<file path="config.mk">
export PLATFORM = sky130hd
export DESIGN_NAME = keypad_lock_ctrl
export DESIGN_NICKNAME = d
export VERILOG_FILES = /design/src/rtl/keypad_lock_pkg.sv /design/src/rtl/keypad_lock_ctrl_timer.sv /design/src/rtl/keypad_lock_ctrl.sv
export SDC_FILE = /design/constraint.sdc
export NUM_CORES = 1
export LEC_CHECK = 0
export ABC_AREA = 1
export BUFFER_PORTS_ARGS = -buffer_cell sky130_fd_sc_hd__buf_4
export CORE_MARGIN = 5
export CORE_UTILIZATION = 55
export CTS_CLUSTER_DIAMETER = 60
export CTS_CLUSTER_SIZE = 24
export DETAILED_ROUTE_END_ITERATION = 10
export PLACE_DENSITY = 0.72
export SETUP_SLACK_MARGIN = 0.2
export SYNTH_ARGS = -nofsm -noshare
export SYNTH_HDL_FRONTEND = slang
export SYNTH_HIERARCHICAL = 1
export SYNTH_SLANG_ARGS = --single-unit
</file>
<file path="constraint.sdc">
create_clock -name clk -period 3.7 [get_ports clk]
set_input_delay 0.185 -clock clk [delete_from_list [all_inputs] [get_ports clk]]
set_output_delay 0.185 -clock clk [all_outputs]
set_load 0.1 [all_outputs]
</file>
<file path="src/rtl/keypad_lock_pkg.sv">
// Shared types and key codes for the keypad lock controller.
// Imported by the lock FSM and its timer.
package keypad_lock_pkg;

  typedef enum logic [2:0] {
    S_LOCKED,
    S_ENTRY,
    S_UNLOCKED,
    S_PROG,
    S_LOCKOUT
  } state_t;

  localparam logic [3:0] KEY_PROG  = 4'hA;
  localparam logic [3:0] KEY_CLEAR = 4'hC;
  localparam logic [3:0] KEY_ENTER = 4'hF;

  function automatic logic is_digit(input logic [3:0] k);
    return k <= 4'd9;
  endfunction

endpackage

</file>
<file path="src/rtl/keypad_lock_ctrl_timer.sv">
// Loadable down-counter shared by the timeout, unlock and lockout phases.
// Saturates at zero; o_zero marks the expiry cycle.
module lock_timer #(
  parameter int W = 8
) (
  input  logic         clk,
  input  logic         rst,
  input  logic         i_load,
  input  logic [W-1:0] i_val,
  output logic         o_zero
);

  logic [W-1:0] r_cnt;

  always_ff @(posedge clk or negedge rst) begin
    if (!rst) begin
      r_cnt <= '0;
    end else if (i_load) begin
      r_cnt <= i_val;
    end else if (r_cnt != '0) begin
      r_cnt <= r_cnt - 1'b1;
    end
  end

  assign o_zero = (r_cnt == '0);

endmodule

</file>
<file path="src/rtl/keypad_lock_ctrl.sv">
// Keypad door lock: PIN entry, retry lockout and in-place PIN change.
// All outputs are registered from the next-state decode.
module keypad_lock_ctrl
  import keypad_lock_pkg::*;
#(
  parameter int PW_LEN = 4,
  parameter logic [PW_LEN*4-1:0] DEFAULT_PW = 16'h1234,
  parameter int MAX_FAIL    = 3,
  parameter int TIMEOUT_CYC = 500000,
  parameter int UNLOCK_CYC  = 2000000,
  parameter int LOCKOUT_CYC = 5000000
) (
  input  logic       clk,
  input  logic       rst,
  input  logic [3:0] key_val,
  input  logic       key_valid,
  output logic       unlocked,
  output logic       locked,
  output logic       lockout,
  output logic       entry_active,
  output logic       prog_mode,
  output logic [3:0] attempts_left,
  output logic       fail_pulse,
  output logic       pw_changed
);

  localparam int PW_W = PW_LEN * 4;
  localparam int MX1  = (TIMEOUT_CYC > UNLOCK_CYC) ? TIMEOUT_CYC : UNLOCK_CYC;
  localparam int MAXC = (MX1 > LOCKOUT_CYC) ? MX1 : LOCKOUT_CYC;
  localparam int TW   = (MAXC > 2) ? $clog2(MAXC) : 1;

  state_t          r_state, w_nxt;
  logic [PW_W-1:0] r_pw, r_buf, w_pw, w_buf;
  logic [3:0]      r_cnt, w_cnt, r_fail, w_fail;
  logic            r_ovf, w_ovf;
  logic            w_fp, w_pc, w_rld, w_load, w_zero;
  logic [TW-1:0]   w_lval;
  logic            w_dig, w_ent, w_clr, w_prg, w_room, w_full;

  // Loading CYC-1 makes a phase last exactly CYC cycles.
  function automatic logic [TW-1:0] load_of(input state_t s);
    case (s)
      S_ENTRY, S_PROG: return TW'(TIMEOUT_CYC - 1);
      S_UNLOCKED:      return TW'(UNLOCK_CYC - 1);
      S_LOCKOUT:       return TW'(LOCKOUT_CYC - 1);
      default:         return '0;
    endcase
  endfunction

  assign w_dig  = key_valid && is_digit(key_val);
  assign w_ent  = key_valid && (key_val == KEY_ENTER);
  assign w_clr  = key_valid && (key_val == KEY_CLEAR);
  assign w_prg  = key_valid && (key_val == KEY_PROG);
  assign w_room = r_cnt < 4'(PW_LEN);
  assign w_full = (r_cnt == 4'(PW_LEN)) && !r_ovf;

  always_comb begin
    w_nxt  = r_state;
    w_pw   = r_pw;
    w_buf  = r_buf;
    w_cnt  = r_cnt;
    w_ovf  = r_ovf;
    w_fail = r_fail;
    w_fp   = 1'b0;
    w_pc   = 1'b0;
    w_rld  = 1'b0;
    case (r_state)
      S_LOCKED: begin
        if (w_dig) begin
          w_nxt = S_ENTRY;
          w_buf = PW_W'(key_val);
          w_cnt = 4'd1;
          w_ovf = 1'b0;
        end
      end
      S_ENTRY: begin
        if (w_zero) begin
          w_nxt = S_LOCKED;
        end else if (w_dig) begin
          w_rld = 1'b1;
          if (w_room) begin
            w_buf = PW_W'({r_buf, key_val});
            w_cnt = r_cnt + 4'd1;
          end else begin
            w_ovf = 1'b1;
          end
        end else if (w_ent) begin
          if (w_full && (r_buf == r_pw)) begin
            w_nxt  = S_UNLOCKED;
            w_fail = '0;
          end else begin
            w_fp   = 1'b1;
            w_fail = r_fail + 4'd1;
            w_nxt  = (w_fail == 4'(MAX_FAIL)) ? S_LOCKOUT : S_LOCKED;
          end
        end else if (w_clr) begin
          w_nxt = S_LOCKED;
        end
      end
      S_UNLOCKED: begin
        if (w_zero || w_ent) begin
          w_nxt = S_LOCKED;
        end else if (w_prg) begin
          w_nxt = S_PROG;
          w_cnt = '0;
          w_ovf = 1'b0;
        end
      end
      S_PROG: begin
        if (w_zero || w_clr) begin
          w_nxt = S_UNLOCKED;
        end else if (w_dig) begin
          w_rld = 1'b1;
          if (w_room) begin
            w_buf = PW_W'({r_buf, key_val});
            w_cnt = r_cnt + 4'd1;
          end else begin
            w_ovf = 1'b1;
          end
        end else if (w_ent) begin
          w_nxt = S_UNLOCKED;
          if (w_full) begin
            w_pw = r_buf;
            w_pc = 1'b1;
          end else begin
            w_fp = 1'b1;
          end
        end
      end
      S_LOCKOUT: begin
        if (w_zero) begin
          w_nxt  = S_LOCKED;
          w_fail = '0;
        end
      end
      default: w_nxt = S_LOCKED;
    endcase
    w_load = w_rld || (w_nxt != r_state);
    w_lval = load_of(w_nxt);
  end

  lock_timer #(.W(TW)) u_timer (
    .clk    (clk),
    .rst    (rst),
    .i_load (w_load),
    .i_val  (w_lval),
    .o_zero (w_zero)
  );

  always_ff @(posedge clk or negedge rst) begin
    if (!rst) begin
      r_state       <= S_LOCKED;
      r_pw          <= DEFAULT_PW;
      r_buf         <= '0;
      r_cnt         <= '0;
      r_ovf         <= 1'b0;
      r_fail        <= '0;
      unlocked      <= 1'b0;
      locked        <= 1'b1;
      lockout       <= 1'b0;
      entry_active  <= 1'b0;
      prog_mode     <= 1'b0;
      attempts_left <= 4'(MAX_FAIL);
      fail_pulse    <= 1'b0;
      pw_changed    <= 1'b0;
    end else begin
      r_state       <= w_nxt;
      r_pw          <= w_pw;
      r_buf         <= w_buf;
      r_cnt         <= w_cnt;
      r_ovf         <= w_ovf;
      r_fail        <= w_fail;
      unlocked      <= (w_nxt == S_UNLOCKED) || (w_nxt == S_PROG);
      locked        <= !((w_nxt == S_UNLOCKED) || (w_nxt == S_PROG));
      lockout       <= (w_nxt == S_LOCKOUT);
      entry_active  <= (w_nxt == S_ENTRY);
      prog_mode     <= (w_nxt == S_PROG);
      attempts_left <= 4'(MAX_FAIL) - w_fail;
      fail_pulse    <= w_fp;
      pw_changed    <= w_pc;
    end
  end

endmodule

</file>
==> results of run 1 <==
-- final cells by class --
| cell class | count | area, sq um | share of cell area (%) |
|---|---|---|---|
| multi-input combinational | 423 | 2060 | 42.6 |
| sequential | 77 | 1940 | 40.0 |
| inverter | 84 | 315 | 6.51 |
| timing repair buffer | 20 | 150 | 3.10 |
| tap | 102 | 128 | 2.64 |
| clock buffer | 9 | 124 | 2.56 |
| clock inverter | 7 | 123 | 2.53 |
-- power by group --
part,switching (mW),internal [mW],total (mW)
clock network,0.339,0.451,0.791
registers,0.136,0.979,1.11
logic,0.689,0.332,1.02
-- state kept, by name (all words and copies together), names as in the netlist --
signal / cells
attempts_left: 3
lockout: 1
r_buf: 16
r_ovf: 1
prog_mode: 1
u_timer/r_cnt: 23
entry_active: 1
locked: 1
r_pw: 16
r_fail: 4
fail_pulse: 1
r_state: 3
r_cnt: 4
unlocked: 1
pw_changed: 1
-- worst max-delay path: cells and delay by family, from the launching register on --
family | cells | cell delay [ns]
flip-flops | 1 | 0.39
AND/OR/NAND/NOR | 10 | 1.25
adder cells (fa/ha/maj) | 1 | 0.35
AO/OA/AOI/OAI | 2 | 0.26
buffers and inverters | 4 | 0.53
-- layer usage --
layer	routed length [microns]	part of all wire, %	track usage (%)	up-vias
met5	0	0	0	-
met4	183	2.0	9.03	0
met3	378	4.2	3.09	18
met2	4360	48	32.5	82
met1	4160	46	28.0	1718
li1	-	-	-	1885
-- worst paths after layout --
| path | from | to | slack, ns | cells after the start |
|---|---|---|---|---|
| setup / recovery | u_timer/r_cnt[0] | u_timer/r_cnt[0] | 0.82 | 17 |
| hold / removal | rst | r_buf[9] | -0.03 | 1 |
| setup reg to reg | u_timer/r_cnt[0] | u_timer/r_cnt[0] | 0.82 | 17 |
| hold reg to reg | r_pw[9] | r_pw[9] | 0.50 | 2 |
| max in group asynchronous | rst | r_fail[0] | 3.13 | 1 |
| min in group clk | key_val[3] | r_buf[3] | 0.06 | 3 |
-- kinds of logic (layout without fill, tap and decap cells) --
family	after synthesis	after routing
buffers and inverters	96	120
flip-flops	77	77
AND/OR/NAND/NOR	328	328
XOR/XNOR	19	19
adder cells (fa/ha/maj)	5	5
other	1	3
AO/OA/AOI/OAI	68	68
-- cells in the final DEF (no fill, tap or decap), drive strengths merged --
master and instances:
a21boi 1, a21oi 9, buf 20, bufinv 3, clkbuf 9, clkinv 1, clkinvlp 2, conb 3
dfrtp 69, dfstp 8, ha 5, inv 85, nand2 207, nand3 39, nand4 9, nor2 67
nor3 3, nor3b 1, o211ai 4, o21ai 50, o21bai 2, o22ai 1, o31ai 1, or2 2
xnor2 11, xor2 8
==> impl_results.md, run 1 <==
- Maximum number of pins on one net before global-route repair: 78
- Worst setup slack after placement: 0.837 ns
- Library cell with the highest instance count after synthesis: sky130_fd_sc_hd__nand2_1
- Avg Cell Area, Syn: 7.39 sq um
- Floorplan die area: 9870 sq um
- Drt total wl: 9080 microns
- Share of the synthesized area in compound gates (AO/OA/AOI/OAI): between 9 and 10%
- Boundary pin count: 18
- Share of final-layout standard cells stronger than drive strength 1: approximately 13%
- Maximum fanout along the worst path: 8
- Count of buffers from port buffering: 17
- Worst setup margin: 0.818 ns
- Iteration-0 DRC Markers: 170
- Worst-case headroom to the max-slew limit: between 30% and 40%
- Violated checks: hold timing
- Via count of the first global-routing pass: roughly 3600
- Count of endpoints failing setup in the final report: 0
- Mean routed wirelength per cell: around 13 microns
- Number of nets with antenna violations after routing: 0
- Clock sink count: 77
- Chip width: 99.3 microns
- Post-synthesis cell area: 4390 sq um
- XOR/XNOR share of the synthesized area: 3.79%
- Overall Power: 2.93 mW
- Largest family of logic cells by synthesized area: simple AND/OR/NAND/NOR gates
- CP arrival: 3.12 ns
- Nets@finish: 627
- Clk pin slew, worst setup/hold paths: 0.08 ns
- Setup repair bufs after CTS: 0
- RSZ-0062 raised after global routing: false
- Synth top cells by count: 203 x sky130_fd_sc_hd__nand2_1, 79 x sky130_fd_sc_hd__inv_1, 69 x sky130_fd_sc_hd__dfrtp_1
- Post-synthesis share of cell area spent on full adders, half adders and majority gates: 1.42%
- Measured slew at the worst slew-check pin: 0.947 ns
- H-Tree Depth: 3
- Share of the yosys chip area belonging to registers: 44.1%
- Number of gates resized after cts: 0
- Yosys warning total: 6
- Count of inserted antenna diode cells: 0
- Fill count: 701
- Final hold violations: 61
- Clock tree skew after final layout: 0.00831 ns
- Initial antenna violation count: 0
- Finished Cell Area: 4840 sq um
- Maximum count of clock buffers along a single path: 2
- Static Leak: 2.46 nW
- Category of the critical setup timing path: flip-flop to flip-flop
- Clock tree from TritonCTS: yes
- Synth top area share: 39.3%
- GP Congestion: 0.934
- Ratio of final minimum period to clock period: 77.9%
- Crit path cell chain: inv_1, ha_1, nand3_4, nor2_4, nand3_2, inv_1, inv_1, nand3_1, nor2_1, nor2_1, nand3_1, a21boi_0, nand2_1, inv_1, nand4_2, nand2_1, o21ai_1
- Share of synthesized cell area in and, or, nand and nor gates: 32.3%
- Most common cell type on the critical path: sky130_fd_sc_hd__inv_1
- Share of flip-flops with an asynchronous set or reset: 100%
- Pins over their slew limit: 0
- Cell count after synthesis: 594
- Number of synthesized flops with an enable pin: 0
- Number of different library cells in the post-synthesis netlist: 37
- Max frequency: 347 MHz
- Vias per Instance: 5.13
- Status: finished with violations
- Clock tree root driver cell: sky130_fd_sc_hd__clkbuf_8
- Leading register cell type out of synthesis: sky130_fd_sc_hd__dfrtp_1
- Nature of the critical path startpoint: flip-flop
- Top area cells in the synthesized netlist: sky130_fd_sc_hd__dfrtp_1 39%, sky130_fd_sc_hd__nand2_1 17%, sky130_fd_sc_hd__inv_1 6.8%
- VDD IR max: 0.255 mV
- Worst hold-check path type: input port to async pin
- Global-route wire length before repair: 16500 microns
- FF+latch count, synth: 77
- P&R area growth vs syn: 10.3%
- DRC: 0
- Post-synthesis mux area share: 0%
- Placed cell count: 706
- Clock Latency Late Sink: roughly 0.36 ns
- Worst hold slack: -0.0257 ns
- Area of placed instances: 4590 sq um
- Power density normalized to cell area: ~600 nW/um^2
- Final setup TNS: 0 ns
- Inserted Clock Buffers: 9
- Type of destination of the critical path: flip-flop
- Area inside the core boundary: 7770 sq um
- Clock period minus final worst setup slack: 2.88 ns
- Overflow left after global routing: 0
- Overall global routing resource usage: between 20 and 25%
- Max-capacitance violation count: 0
- Number of buffers added to fix hold violations after cts: 0
- Pre-antenna DRT Iters: 5
- Initial standard-cell utilization of the core: a little under three fifths
- Post-synthesis cell type with the largest combined area: sky130_fd_sc_hd__dfrtp_1
- Layout Cells excl Fill: roughly 720
- Slowest stage delay, CP: around 0.39 ns
- Critical path required time: 3.94 ns
- Layout Utilization: 62.3%
- Placed wire-length estimate: 6590 microns
- Number of cell rows: 32
- Number of vias after detailed routing: around 3700
- Critical-path top delay cell: sky130_fd_sc_hd__dfrtp_1
- Die height: 99.3 microns
(Power assumes the default switching activity.)
==> run 2: changes to the inputs <==
- PLACE_DENSITY: 0.72 -> 0.75
- clock period: 3.7 -> 2.4 ns (I/O delays scaled with it)
==> impl_results.md, run 2 (synthesis gave the netlist of run 1 again) <==
- Drt total wl: 11100 microns (+23%)
- Measured slew at the worst slew-check pin: 0.969 ns (+0.0212 ns)
- DRC: 0 (unchanged)
- Layout Utilization: 72.5% (+10 points)
- Static Leak: 2.85 nW (+16%)
- Boundary pin count: 18 (unchanged)
- Maximum fanout along the worst path: 7 (-1)
- Clock period minus final worst setup slack: 2.33 ns (-0.550 ns)
- Final hold violations: 0 (-100%)
- Count of endpoints failing setup in the final report: 0 (unchanged)
- Nature of the critical path startpoint: flip-flop
- Area inside the core boundary: 7770 sq um (unchanged)
- Clock sink count: 77 (unchanged)
- Leading cell type in the layout, fill and taps excluded: sky130_fd_sc_hd__nand2_1
- Highest-count cells in the layout ignoring fill and taps: 190 x sky130_fd_sc_hd__nand2_1, 86 x sky130_fd_sc_hd__buf_4, 70 x sky130_fd_sc_hd__inv_1, 69 x sky130_fd_sc_hd__dfrtp_1, 50 x sky130_fd_sc_hd__nor2_1
- Worst hold-check path type: input port to flip-flop
- Max-capacitance violation count: 0 (unchanged)
- Critical-path top delay cell: sky130_fd_sc_hd__dfrtp_1
- Initial antenna violation count: 0 (unchanged)
- Worst-case headroom to the max-slew limit: 35.4% (-1.4 points)
- Placed wire-length estimate: 7240 microns (+9.8%)
- Count of buffers from port buffering: 17 (unchanged)
- Vias per Instance: 5.14 (+0.25%)
- Type of destination of the critical path: flip-flop
- Clock tree skew after final layout: 0.00826 ns (-0.0000492 ns)
- VDD IR max: 0.408 mV (+60%)
- CP arrival: 2.64 ns (-0.48 ns)
- Crit path cell chain: nor2_2, nand3_2, nor2_4, nand3_2, inv_2, inv_4, nand2_4, inv_2, o211ai_1, nand3_1, a21boi_2, nand2_4, inv_8, buf_12, nand2_8, inv_8, nand2_1, nand2_1
- Inserted Clock Buffers: 9 (unchanged)
- GP Congestion: 0.961 (+2.9%)
- Clk pin slew, worst setup/hold paths: 0.09 ns (about the same)
- Floorplan die area: 9870 sq um (unchanged)
- Number of nets with antenna violations after routing: 0 (unchanged)
- Overflow left after global routing: 0 (unchanged)
- Ratio of final minimum period to clock period: 97.2% (+19 points)
- Power density normalized to cell area: 924 nW/um^2 (+53%)
- P&R area growth vs syn: 28.2%
- Final setup TNS: 0 ns (unchanged)
- Chip width: 99.3 microns (unchanged)
- Maximum count of clock buffers along a single path: 2 (unchanged)
- Mean routed wirelength per cell: 14.0 microns (+11%)
- Largest regs: u_timer/r_cnt x23, r_buf x16, r_pw x16
- Clock tree root driver cell: sky130_fd_sc_hd__clkbuf_8
- Clock tree from TritonCTS: yes
- Category of the critical setup timing path: flip-flop to flip-flop
- Share of final-layout standard cells stronger than drive strength 1: 28.3% (+15 points)
- Count of inserted antenna diode cells: 0 (unchanged)
- Slowest stage delay, CP: 0.40 ns (about the same)
- Initial standard-cell utilization of the core: 56.5% (unchanged)
- Status: finished, final reports clean
- Via count of the first global-routing pass: 4011 (+12%)
- Pre-antenna DRT Iters: 5 (unchanged)
- Max frequency: 429 MHz (+24%)
- Number of cell rows: 32 (unchanged)
- Global-route wire length before repair: 18400 microns (+12%)
- Max FFs per register: 23 (unchanged)
- Iteration-0 DRC Markers: 218 (+28%)
- Overall Power: 5.20 mW (+78%)
- Maximum number of pins on one net before global-route repair: 78 (unchanged)
- RSZ-0062 raised after global routing: true
- Nets@finish: 702 (+12%)
- Reg with most FFs: u_timer/r_cnt
- Critical path required time: 2.70 ns (-1.24 ns)
- Overall global routing resource usage: 23.0% (+2.4 points)
- Number of vias after detailed routing: 4098 (+11%)
- Die height: 99.3 microns (unchanged)
- Pins over their slew limit: 0 (unchanged)
- Clock Latency Late Sink: 0.36 ns (about the same)
- H-Tree Depth: 3 (unchanged)
[run 2: changes by cell type in the layout (fill, tap and decap cells not counted), moves of 5 or more]
cell	change
sky130_fd_sc_hd__buf_4	+66
sky130_fd_sc_hd__nor2_4	+7
sky130_fd_sc_hd__nor2_1	-6
sky130_fd_sc_hd__nand2_1	-13
sky130_fd_sc_hd__inv_1	-9
sky130_fd_sc_hd__inv_2	+5
sky130_fd_sc_hd__nand3_1	-5
sky130_fd_sc_hd__nand2_2	+9
[run 2: critical path: cells and delay by family (launching register included)]
family	cells	cell delay, ns
compound gates	2	0.33
buf+inv	6	0.51
flops	1	0.40
simple gates	10	1.04
[run 2: per-layer routing]
| layer | GRT usage (%) | up-vias | wire [microns] |
|---|---|---|---|
| met2 | 38.7 | 116 | 5570 |
| li1 | - | 2041 | - |
| met1 | 29.2 | 1915 | 4780 |
| met3 | 4.07 | 26 | 507 |
| met4 | 9.35 | 0 | 292 |
| met5 | 0 | - | 0 |
[run 2: metrics by stage]
step | hold slack, ns | cells | setup WS, ns | instance area (sq um)
after floorplan | -0.176 | 596 | 0.208 | 4440
after global placement | 0.336 | 753 | -0.00607 | 4980
after detailed placement | 0.341 | 753 | -0.107 | 4980
after CTS | 0.00751 | 784 | 0.110 | 5390
after global routing | 0.0245 | 797 | -0.0762 | 5630
final | 0.0225 | 797 | 0.0681 | 5630
[run 2: timing repair]
item                       4_1_cts  5_1_grt
gates cloned                     2        0
setup buffers                   10       13
hold endpoints to repair        71        0
hold buffers                     3        0
pin swaps                       13       13
resized for setup               24       41
setup endpoints to repair       39       43
[run 2: layout make-up]
type,instances,area [sq um]
well taps,102,128
inverters,84,335
fillers,584,2140
multi-input cells,424,2280
repair inverters,1,11.3
clock inverters,6,68.8
repair buffers,93,729
clock buffers,10,138
flip-flops and latches,77,1940
[run 2: report_power, final]
part / total (mW) / switching [mW] / internal [mW]
Clock: 1.05 / 0.530 / 0.516
Combinational: 2.47 / 1.40 / 1.06
Sequential: 1.69 / 0.182 / 1.51
[run 2: worst paths after layout]
check	from	to	slack, ns	cells past startpoint
max	u_timer/r_cnt[9]	u_timer/r_cnt[15]	0.07	18
min	key_val[1]	r_buf[1]	0.02	3
max reg2reg	u_timer/r_cnt[9]	u_timer/r_cnt[15]	0.07	18
min reg2reg	r_pw[5]	r_pw[5]	0.50	2
max in group asynchronous	rst	u_timer/r_cnt[10]	1.33	2
min in group asynchronous	rst	u_timer/r_cnt[5]	0.45	2
==> run 3: changes to the inputs <==
==> constraint.sdc (replaced) <==
create_clock -name clk -period 2.4 [get_ports clk]
set_input_delay 0.6 -clock clk [delete_from_list [all_inputs] [get_ports clk]]
set_output_delay 0.6 -clock clk [all_outputs]
set_load 0.1 [all_outputs]
==> impl_results.md, run 3 (synthesis gave the netlist of run 1 again) <==
- Status: finished, final reports clean
- Origin of the critical flop-to-flop path: u_timer/r_cnt[11]
- Nets@finish: 671 (-4.4%)
- Overflow left after global routing: 0 (unchanged)
- Critical path required time: 2.64 ns (-0.06 ns)
- Leading cell type in the layout, fill and taps excluded: sky130_fd_sc_hd__nand2_1
- Flip-flop and latch area: 1940 sq um (unchanged)
- Overall global routing resource usage: 21.4% (-1.5 points)
- Endpoint of the most critical register-to-register path: u_timer/r_cnt[18]
- Ratio of final minimum period to clock period: 98.2% (+1.0 points)
- Vias per Instance: 5.11 (-0.65%)
- Initial antenna violation count: 0 (unchanged)
- Nature of the critical path startpoint: flip-flop
- Area used by multi-input combinational logic: 2270 sq um (-0.49%)
- GP Congestion: 0.972 (+1.2%)
- P&R area growth vs syn: 24.7%
- Clock tree from TritonCTS: yes
- Global-route wire length before repair: 17100 microns (-6.9%)
- Number of nets with antenna violations after routing: 0 (unchanged)
- H-Tree Depth: 3 (unchanged)
- Die height: 99.3 microns (unchanged)
- Critical-path top delay cell: sky130_fd_sc_hd__dfrtp_1
- Pre-antenna DRT Iters: 5 (unchanged)
- Reg with most FFs: u_timer/r_cnt
- Type of destination of the critical path: flip-flop
- Worst hold-check path type: input port to async pin
- Max-capacitance violation count: 0 (unchanged)
- Overall Power: 5.21 mW (+0.17%)
- Worst hold slack: 0.215 ns (+0.192 ns)
- Maximum number of pins on one net before global-route repair: 40 (-49%)
- Highest-count cells in the layout ignoring fill and taps: 183 x sky130_fd_sc_hd__nand2_1, 70 x sky130_fd_sc_hd__inv_1, 69 x sky130_fd_sc_hd__dfrtp_1, 57 x sky130_fd_sc_hd__buf_4, 49 x sky130_fd_sc_hd__nor2_1
- Count of endpoints failing setup in the final report: 0 (unchanged)
- Largest regs: u_timer/r_cnt x23, r_buf x16, r_pw x16
- Number of cell rows: 32 (unchanged)
- Power density normalized to cell area: 952 nW/um^2 (+3.1%)
- Clock tree root driver cell: sky130_fd_sc_hd__clkbuf_8
- Inserted Clock Buffers: 9 (unchanged)
- Area inside the core boundary: 7770 sq um (unchanged)
- Clock tree skew after final layout: 0.0128 ns (+0.00455 ns)
- Mean routed wirelength per cell: 13.5 microns (-3.6%)
- Clock sink count: 77 (unchanged)
- Boundary pin count: 18 (unchanged)
- Count of inserted antenna diode cells: 0 (unchanged)
- RSZ-0062 raised after global routing: true
- Most common cell type on the critical path: sky130_fd_sc_hd__nand2_4
- Clock Latency Late Sink: 0.35 ns (about the same)
- Number of vias after detailed routing: 3913 (-4.5%)
- Floorplan die area: 9870 sq um (unchanged)
- Share of final-layout standard cells stronger than drive strength 1: 26.5% (-1.8 points)
- VDD IR max: 0.465 mV (+14%)
- Max FFs per register: 23 (unchanged)
- Chip width: 99.3 microns (unchanged)
- Worst-case headroom to the max-slew limit: 64.9% (+29 points)
- Measured slew at the worst slew-check pin: 0.526 ns (-0.442 ns)
- R2r setup slk: 0.04 ns (-0.02 ns)
- Iteration-0 DRC Markers: 218 (unchanged)
- DRC: 0 (unchanged)
- Placed wire-length estimate: 7150 microns (-1.3%)
- Maximum fanout along the worst path: 7 (unchanged)
- Max frequency: 424 MHz (-1.1%)
- Via count of the first global-routing pass: 3683 (-8.2%)
- Clock period minus final worst setup slack: 2.36 ns (+0.0248 ns)
- Count of buffers from port buffering: 17 (unchanged)
- CP arrival: 2.59 ns (-0.05 ns)
- Maximum count of clock buffers along a single path: 2 (unchanged)
- Slowest stage delay, CP: 0.42 ns (+0.02 ns)
- Crit path cell chain: nor2_2, nand3_2, nor2_4, nand3_2, inv_2, inv_4, nand2_4, inv_2, o211ai_1, nand2_1, nand2_1, a21boi_2, nand2_4, inv_8, buf_12, nand2_8, clkinv_8, nand2_4, nand2_2
- Initial standard-cell utilization of the core: 56.5% (unchanged)
- Clk pin slew, worst setup/hold paths: 0.09 ns (about the same)
- Drt total wl: 10300 microns (-7.3%)
- Number of buffers added to fix hold violations after cts: 0 (-3)
- Category of the critical setup timing path: flip-flop to flip-flop
- Fill count: 596 (+2.1%)
- Pins over their slew limit: 0 (unchanged)
- Final hold violations: 0 (unchanged)
- Static Leak: 2.76 nW (-3.3%)
- Logic depth of the worst register-to-register path: 19 (+1)
[run 3: cell count changes in the layout (fill, tap and decap cells not counted), moves of 3 or more]
cell	delta
sky130_fd_sc_hd__nor2_4	-6
sky130_fd_sc_hd__nand2_2	+3
sky130_fd_sc_hd__nand2_1	-7
sky130_fd_sc_hd__dlygate4sd3_1	-3
sky130_fd_sc_hd__nand2_4	+4
sky130_fd_sc_hd__nor2_2	+7
sky130_fd_sc_hd__buf_4	-29
[run 3: layer usage]
| layer | vias up | GRT usage, % | part of all wire [%] |
|---|---|---|---|
| li1 | 1976 | - | - |
| met1 | 1833 | 28.0 | 45 |
| met2 | 85 | 36.4 | 49 |
| met3 | 19 | 3.79 | 3.3 |
| met4 | 0 | 6.83 | 2.0 |
| met5 | - | 0 | 0 |
[run 3: timing repair]
item,in CTS,in global routing
resized for setup,23,48
setup buffers,7,13
cloned,1,0
pin swaps,9,19
setup endpoints to repair,23,26
[run 3: metrics by stage]
step           TNS [ns]  utilization (%)  instances  setup slack (ns)  cell area [sq um]
4_1_cts               0             67.1        753             0.120               5220
5_1_grt           -1.86             70.5        766            -0.113               5470
3_3_place_gp          0             62.1        729            0.0525               4830
3_5_place_dp          0             62.1        729            0.0108               4830
2_1_floorplan         0                -        596             0.208               4440
6_report              0             70.5        766            0.0433               5470
[run 3: power by group]
| part | total [mW] | switching (mW) | internal (mW) |
|---|---|---|---|
| clock network | 1.24 | 0.491 | 0.750 |
| logic | 2.26 | 1.35 | 0.910 |
| registers | 1.71 | 0.205 | 1.51 |
| total | 5.21 | 2.04 | 3.17 |
[run 3: final cells by class]
class                           count  area share, %
Multi-Input combinational cell    423           41.5
Sequential cell                    77           35.4
Timing Repair Buffer               63           9.53
Inverter                           84           6.22
Clock buffer                       11           2.77
Tap cell                          102           2.33
Clock inverter                      5           1.94
Timing Repair inverter              1          0.297
[run 3: critical path, delay by kind of cell (launching register included)]
kind	cells	cell delay (ns)
compound gates	2	0.19
buf+inv	6	0.46
flops	1	0.42
simple gates	11	1.16
[run 3: worst max path at each step]
stage / from / endpoint / slack (ns) / depth (start not counted)
2_1_floorplan: u_timer/r_cnt[0] / u_timer/r_cnt[18] / 0.21 / 21
3_3_place_gp: r_cnt[0] / u_timer/r_cnt[1] / 0.05 / 18
3_5_place_dp: u_timer/r_cnt[19] / u_timer/r_cnt[18] / 0.01 / 17
4_1_cts: u_timer/r_cnt[0] / u_timer/r_cnt[3] / 0.12 / 17
5_1_grt: u_timer/r_cnt[11] / u_timer/r_cnt[1] / -0.11 / 16
6_report: u_timer/r_cnt[11] / u_timer/r_cnt[18] / 0.04 / 19
